===== src/rtl/button_pulse_capture_if.sv =====
// Push-button conditioning bus: raw pins and read-acknowledges in, debounced levels and sticky edge flags out.
interface button_pulse_capture_if;
    logic btn_submit_raw;
    logic btn_status_raw;
    logic clr_submit;
    logic clr_status;
    logic submit_posedge;
    logic status_posedge;
    logic submit_level;
    logic status_level;

    modport master (
        output btn_submit_raw, btn_status_raw, clr_submit, clr_status,
        input  submit_posedge, status_posedge, submit_level, status_level
    );

    modport slave (
        input  btn_submit_raw, btn_status_raw, clr_submit, clr_status,
        output submit_posedge, status_posedge, submit_level, status_level
    );
endinterface


===== src/rtl/button_pulse_capture.sv =====
// Per-button synchroniser, debounce FSM, rising-edge detector and sticky pulse flag for the
// submit and status buttons; each flag is held until the CPU read of its address clears it.
module button_pulse_capture #(
    parameter int unsigned DEBOUNCE_CYCLES = 1_000_000,
    parameter int unsigned CNT_W           = 20
) (
    input  logic                  clock,
    input  logic                  reset,
    button_pulse_capture_if.slave bus
);

    localparam int unsigned      N_BTN       = 2;
    localparam logic [0:0]       ST_STABLE   = 1'b0;
    localparam logic [0:0]       ST_COUNTING = 1'b1;
    localparam logic [CNT_W-1:0] CNT_LAST    = CNT_W'(DEBOUNCE_CYCLES - 1);

    // Index 0 is submit, index 1 is status.
    logic [N_BTN-1:0] raw;
    logic [N_BTN-1:0] clr;
    logic [N_BTN-1:0] flag_vec;
    logic [N_BTN-1:0] level_vec;

    assign raw = {bus.btn_status_raw, bus.btn_submit_raw};
    assign clr = {bus.clr_status, bus.clr_submit};

    for (genvar i = 0; i < N_BTN; i++) begin : g_btn
        logic             sync1;
        logic             sync2;
        logic [0:0]       state;
        logic [0:0]       state_nxt;
        logic [CNT_W-1:0] cnt;
        logic [CNT_W-1:0] cnt_nxt;
        logic             level;
        logic             level_nxt;
        logic             level_d;
        logic             rise;
        logic             flag;

        // Two-flop synchroniser for the asynchronous pin.
        always_ff @(posedge clock or posedge reset) begin
            if (reset) begin
                sync1 <= 1'b0;
                sync2 <= 1'b0;
            end else begin
                sync1 <= raw[i];
                sync2 <= sync1;
            end
        end

        // Debounce state, counter and accepted level.
        always_ff @(posedge clock or posedge reset) begin
            if (reset) begin
                state <= ST_STABLE;
                cnt   <= '0;
                level <= 1'b0;
            end else begin
                state <= state_nxt;
                cnt   <= cnt_nxt;
                level <= level_nxt;
            end
        end

        // Level is accepted only after sync has disagreed with it for DEBOUNCE_CYCLES cycles in a row.
        always_comb begin
            state_nxt = state;
            cnt_nxt   = cnt;
            level_nxt = level;
            case (state)
                ST_STABLE: begin
                    if (sync2 != level) begin
                        cnt_nxt   = CNT_W'(1);
                        state_nxt = ST_COUNTING;
                    end else begin
                        cnt_nxt = '0;
                    end
                end
                ST_COUNTING: begin
                    if (sync2 == level) begin
                        cnt_nxt   = '0;
                        state_nxt = ST_STABLE;
                    end else if (cnt >= CNT_LAST) begin
                        level_nxt = sync2;
                        cnt_nxt   = '0;
                        state_nxt = ST_STABLE;
                    end else begin
                        cnt_nxt = cnt + CNT_W'(1);
                    end
                end
            endcase
        end

        // Registered rise strobe; a press coinciding with an acknowledge keeps the flag set.
        always_ff @(posedge clock or posedge reset) begin
            if (reset) begin
                level_d <= 1'b0;
                rise    <= 1'b0;
                flag    <= 1'b0;
            end else begin
                level_d <= level;
                rise    <= level & ~level_d;
                if (rise) begin
                    flag <= 1'b1;
                end else if (clr[i]) begin
                    flag <= 1'b0;
                end
            end
        end

        assign flag_vec[i]  = flag;
        assign level_vec[i] = level;
    end

    assign bus.submit_posedge = flag_vec[0];
    assign bus.status_posedge = flag_vec[1];
    assign bus.submit_level   = level_vec[0];
    assign bus.status_level   = level_vec[1];

endmodule


===== src/flat_wrapper.sv =====
// flat-port wrapper written by rule: the top's interface ports become plain ports
module button_pulse_capture_flat 
#(
    parameter int unsigned DEBOUNCE_CYCLES = 1_000_000,
    parameter int unsigned CNT_W           = 20
)
  (clock, reset, bus_btn_submit_raw, bus_btn_status_raw, bus_clr_submit, bus_clr_status, bus_submit_posedge, bus_status_posedge, bus_submit_level, bus_status_level);
  button_pulse_capture_if bus_i ();
  input  logic clock;
  input  logic reset;
  input wire logic [$bits(bus_i.btn_submit_raw)-1:0] bus_btn_submit_raw;
  input wire logic [$bits(bus_i.btn_status_raw)-1:0] bus_btn_status_raw;
  input wire logic [$bits(bus_i.clr_submit)-1:0] bus_clr_submit;
  input wire logic [$bits(bus_i.clr_status)-1:0] bus_clr_status;
  output wire logic [$bits(bus_i.submit_posedge)-1:0] bus_submit_posedge;
  output wire logic [$bits(bus_i.status_posedge)-1:0] bus_status_posedge;
  output wire logic [$bits(bus_i.submit_level)-1:0] bus_submit_level;
  output wire logic [$bits(bus_i.status_level)-1:0] bus_status_level;
  assign bus_i.btn_submit_raw = bus_btn_submit_raw;
  assign bus_i.btn_status_raw = bus_btn_status_raw;
  assign bus_i.clr_submit = bus_clr_submit;
  assign bus_i.clr_status = bus_clr_status;
  assign bus_submit_posedge = bus_i.submit_posedge;
  assign bus_status_posedge = bus_i.status_posedge;
  assign bus_submit_level = bus_i.submit_level;
  assign bus_status_level = bus_i.status_level;
  button_pulse_capture #(.DEBOUNCE_CYCLES(DEBOUNCE_CYCLES), .CNT_W(CNT_W)) u_core (.clock(clock), .reset(reset), .bus(bus_i));
endmodule

===== config.mk =====
export PLATFORM = sky130hd
export DESIGN_NAME = button_pulse_capture_flat
export DESIGN_NICKNAME = d
export VERILOG_FILES = /design/src/rtl/button_pulse_capture_if.sv /design/src/rtl/button_pulse_capture.sv /design/src/flat_wrapper.sv
export SDC_FILE = /design/constraint.sdc
export NUM_CORES = 1
export LEC_CHECK = 0
export BUFFER_PORTS_ARGS = -buffer_cell sky130_fd_sc_hd__buf_2
export CORE_MARGIN = 5
export CORE_UTILIZATION = 64
export CTS_BUF_LIST = sky130_fd_sc_hd__clkbuf_4 sky130_fd_sc_hd__clkbuf_8
export CTS_CLUSTER_DIAMETER = 30
export DETAILED_ROUTE_END_ITERATION = 7
export PLACE_DENSITY = 0.87
export SLEW_MARGIN = 10
export SYNTH_ARGS = -nofsm -noshare
export SYNTH_HDL_FRONTEND = slang
export SYNTH_SLANG_ARGS = --single-unit
export TNS_END_PERCENT = 30

===== constraint.sdc =====
create_clock -name clock -period 2.6 [get_ports clock]
set_input_delay 0.13 -clock clock [delete_from_list [all_inputs] [get_ports clock]]
set_output_delay 0.13 -clock clock [all_outputs]
set_load 0.05 [all_outputs]

Yosys cells after proc, flatten, opt, wreduce, memory -nomap -nowiden
Cells that the tools add are included.
- bits of input ports: 6
- output and inout port bits: 4
- bits in registers: 54
- bitwise logic cells: 8
- add/subtract/negate cells: 2
- mux-type cells: 20
- reduce and logical (&&, ||, !) cells: 4
- equal/unequal tests: 4
- order comparisons: 2
- operators with widths (cell ; count):
    $mux 20 ; 4
    $pmux 20 s2 ; 2
    $add 20x1->20 const B ; 2
    $ge 20x20->1 const B ; 2
    $mux 1 ; 12
    $not 1->1 ; 6
    $reduce_and 3->1 ; 2
    $pmux 1 s2 ; 2
    $reduce_bool 2->1 ; 2
    $and 1x1->1 ; 2
    $eq 1x1->1 ; 2
    $ne 1x1->1 ; 2

Depth between registers and ports, before layout
- depth in word-level cells: 4
- gate-level depth with buffers: 7
- depth with buffers taken out: 5

Worst setup path after synthesis
OpenSTA, ideal clock, no wires.
- path kind: reg-to-reg
- start: register u_core.g_btn[0].cnt[0]
- end: register u_core.g_btn[0].cnt[18]
- setup slack: 0.787 ns
- path buffers: 0
- data arrival time: 1.733 ns
- period minus slack after synthesis: 1.813 ns
- cell stages (with the launch flop): 6
- library setup time: 0.079 ns
- path through: dfrtp_1 > ha_1 > nand3_2 > or3_4 > or4_1 > a21oi_1
- word-level cells in the longest chain between the ends: 4
- elaborated cells on any way between the ends: 5
- those cells by class: add/sub: 1; order compare: 1; mux: 3
- RTL lines (what ; line ; RTL):
    from (decl) ; button_pulse_capture.sv:31 ; logic [CNT_W-1:0] cnt;
    from (signal assigned) ; button_pulse_capture.sv:58 ; cnt <= cnt_nxt;
    $add 20x1->20 / $ge 20x20->1 (equally long branches) ; button_pulse_capture.sv:86, button_pulse_capture.sv:81 ;
    $mux 20 * ; button_pulse_capture.sv:81 ; end else if (cnt >= CNT_LAST) begin
    $mux 20 * ; button_pulse_capture.sv:78 ; if (sync2 == level) begin
    $pmux 20 s2 * ; button_pulse_capture.sv:68 ; case (state)
    via u_core.g_btn[0].cnt_nxt[18] ; button_pulse_capture.sv:32 ; logic [CNT_W-1:0] cnt_nxt;
Mark *: on every way through the listed nets, which the timed path passes. The rest lies on a longest branch.
A chain may end at the register's enable or synchronous reset.

Worst setup path in the final report
Same ends and word-level chain as after synthesis.

==> flow_metrics.tcl <==
set metrics [dict create \
    status "complete, no violations" \
    syn2layout_area_growth_pct 8.44 \
    design.core.area_mm2 0.00403 \
    hpwl_um 3670 \
    skew_ns 0.0108 \
    synthMuxAreaShare_pct 0.839 \
    synth_top_area_share_pct 50.3 \
    fin_total_pwr_mw 1.37 \
    synth_edf_count 0 \
    cts_setup_buffers 0 \
    rsz0062_at_grt "no" \
    yosysWarnings 0 \
    synthCells 264 \
    max_slew_margin_pct 56.8 \
    worstSetupStartpointType "flop" \
    cts_buffer_depth 2 \
    post-route-min-period_ns 1.95 \
    antenna_found_initial 0 \
    timing.setup.tns_ns 0 \
    ir_drop_v 0.000352 \
    routed_wl_um 5180 \
    syn_avg_cell_area_um2 10.2 \
    synth_fa_ha_area_share_pct 0.932 \
    grt_pass1_wl_um 9200 \
    synth.ff_latch_count 54 \
    fp.dieH_um 74.8 \
    ys_types 45 \
    yosysTopAreaCell "dfrtp_1" \
    ios 10 \
    io_buffers 9 \
    fin_crit_sh_pct 75.2 \
    nNetsFinal 288 \
    crit_type "reg -> reg" \
    antenna_cells 0 \
    ys_seq_area_share_pct 50.3 \
    powerDensity_mw_per_mm2 472 \
    async_flop_share_pct 100 \
    dieWidth_um 74.8 \
    worstMarginPinSlew_ns 0.642 \
    drc 0 \
    cts-root-buf "clkbuf_8" \
    gp_congestion 0.933 \
    slowest_stage "or4_1" \
    hold_viol_final 0 \
    setup_viol 0 \
    finalMaxSlewViolations 0 \
    vias_per_cell 6.11 \
    crit_required_ns 2.84 \
    hold_path_class "in -> reg" \
    synth_top_family_by_area "simple AND/OR/NAND/NOR gates" \
    clk-insertion-delay-late_ns 0.30 \
    crit_arrival_ns 2.20 \
    leakage_nw 1.17 \
    cts_tree "done" \
    wire_per_inst_um 15.7 \
    synth_compound_area_share_pct 11.5 \
    crit_family "simple AND/OR/NAND/NOR gates" \
    ys.flop_type "dfrtp_1" \
    grt-ovfl-total 0 \
    timing.fmax_ghz 0.512 \
    cpPeakStageDelay_ns 0.48 \
    std_cell_rows 23 \
    vias 2023 \
    worst-path-max-fanout 7 \
    synthXorXnorAreaFrac_pct 8.81 \
    path_cells "ha_1, nand3_2, or3_4, or4_1, a21oi_1" \
    grt_usage_pct 21.3 \
    synthTopCellsByArea "dfrtp_1, xnor2_1, nand4_1, nor3_1, nor2_1" \
    grt_pass1_vias 1992 \
    start_util_pct 66.6 \
    netlist_area_mm2 0.00268 \
    yosys.area_share.simple_pct 23.9 \
    syn_nets 272 \
    clock-sinks 54 \
    path_clk_slew_ns 0.10 \
    drive_above_1_share_pct 12.8 \
    maxCapViolCount 0 \
    cts_buffers 5 \
    drt-initial-drc-count 178 \
    crit_buf_inv 0 \
    ant_nets 0 \
    htree_levels 2 \
    drtPass1Iterations 4 \
    fp.dieArea_mm2 0.00559 \
    grt_max_degree 25 \
    end_kind "flop" \
]
## worst paths after layout
path	from	endpoint	slack [ns]	depth (start not counted)
setup reg to reg	u_core.g_btn[0].cnt[0]	u_core.g_btn[0].cnt[18]	0.65	5
hold / removal	bus_clr_submit	u_core.bus.submit_posedge	0.08	3
max in group asynchronous	reset	u_core.g_btn[1].cnt[13]	1.61	4
min in group asynchronous	reset	u_core.g_btn[1].cnt[0]	0.38	3
setup / recovery	u_core.g_btn[0].cnt[0]	u_core.g_btn[0].cnt[18]	0.65	5
hold reg to reg	u_core.g_btn[0].sync1	u_core.g_btn[0].sync2	0.36	0
## power by group
part,switching (mW),internal [mW],leakage (nW)
Combinational,0.0355,0.0193,0.386
Sequential,0.00987,0.849,0.736
Clock,0.259,0.201,0.0486
## metal layers
metal  part of all wire [%]  GRT usage (%)
met1                     42           26.2
met2                     53           37.4
met4                    1.1           7.31
met3                    3.3           4.54
met5                      0              0
## cell families after synthesis
group	after synthesis
AOI/OAI and AO/OA	43
xor gates and xnor gates	27
adders and majority gates	2
buffers and inverters	23
DFF	54
muxes	2
and+or+nand+nor	113
## cells in the mapped netlist, types with 2 or more instances
cell and instances:
and4_1 3, a21oi_1 8, nand2_1 12, buf_2 4, mux2_2 2, nor3b_1 3, o211ai_2 2, a31o_2 2
o31ai_1 6, nand4_1 15, dfrtp_1 54, or4_1 6, nor2_1 19, nor3_1 18, o21ai_0 6, or3_1 6
clkbuf_1 4, ha_1 2, xnor2_1 19, nand3_1 10, a21o_1 2, a211oi_1 6, and3_1 4, xor2_1 8
nor4_1 6, inv_1 14, o211ai_1 2, nor2b_1 4
## metrics by stage
stage | instance area (um2) | instances | setup slack [ns] | hold WS [ns] | util (%)
final | 2910 | 331 | 0.645 | 0.0834 | 72.2
after global routing | 2910 | 331 | 0.527 | 0.0871 | 72.2
after CTS | 2910 | 331 | 0.657 | 0.0731 | 72.2
after detailed placement | 2790 | 320 | 0.666 | 0.172 | 69.3
after global placement | 2790 | 320 | 0.731 | 0.164 | 69.3
after floorplan | 2680 | 264 | 0.787 | 0.161 | -
## timing repair
| item | in CTS | in global routing |
|---|---|---|
| endpoints found under the setup margin | 0 | 0 |
| resized for setup | 0 | 0 |
| hold endpoints to repair | 24 | 0 |
| hold buffers | 3 | 0 |
## worst register-to-register path: cells and delay by family (launching register included)
kind            cells  cell delay, ns
fa+ha+maj           1            0.22
compound gates      1            0.15
flops               1            0.42
simple gates        3            1.09
## final cells by class
cell class,count,area (um2)
Sequential cell,54,1350
Multi-Input combinational cell,187,1230
Fill cell,299,1120
Timing Repair Buffer,18,120
Clock buffer,6,76.3
Tap cell,50,62.6
Inverter,14,52.6
Clock inverter,2,13.8
## placed cells by master (no fill, tap or decap), drive strengths merged, types with 7 or more instances in the layout
master,n
or3,8
nand3,11
nand4,16
inv,14
xnor2,19
dfrtp,54
nor3,18
xor2,8
buf,15
a21oi,8
nor2,19
a211oi,7
nand2,12
## flip-flops by register name, indices dropped and copies added, names as in the netlist
signal,cells
u_core.g_btn.cnt,40
u_core.bus.submit_level,1
u_core.bus.submit_posedge,1
u_core.bus.status_level,1
u_core.bus.status_posedge,1
u_core.g_btn.sync1,2
u_core.g_btn.level_d,2
u_core.g_btn.sync2,2
u_core.g_btn.rise,2
u_core.g_btn.state,2
Power figures use the tool's default switching activity.
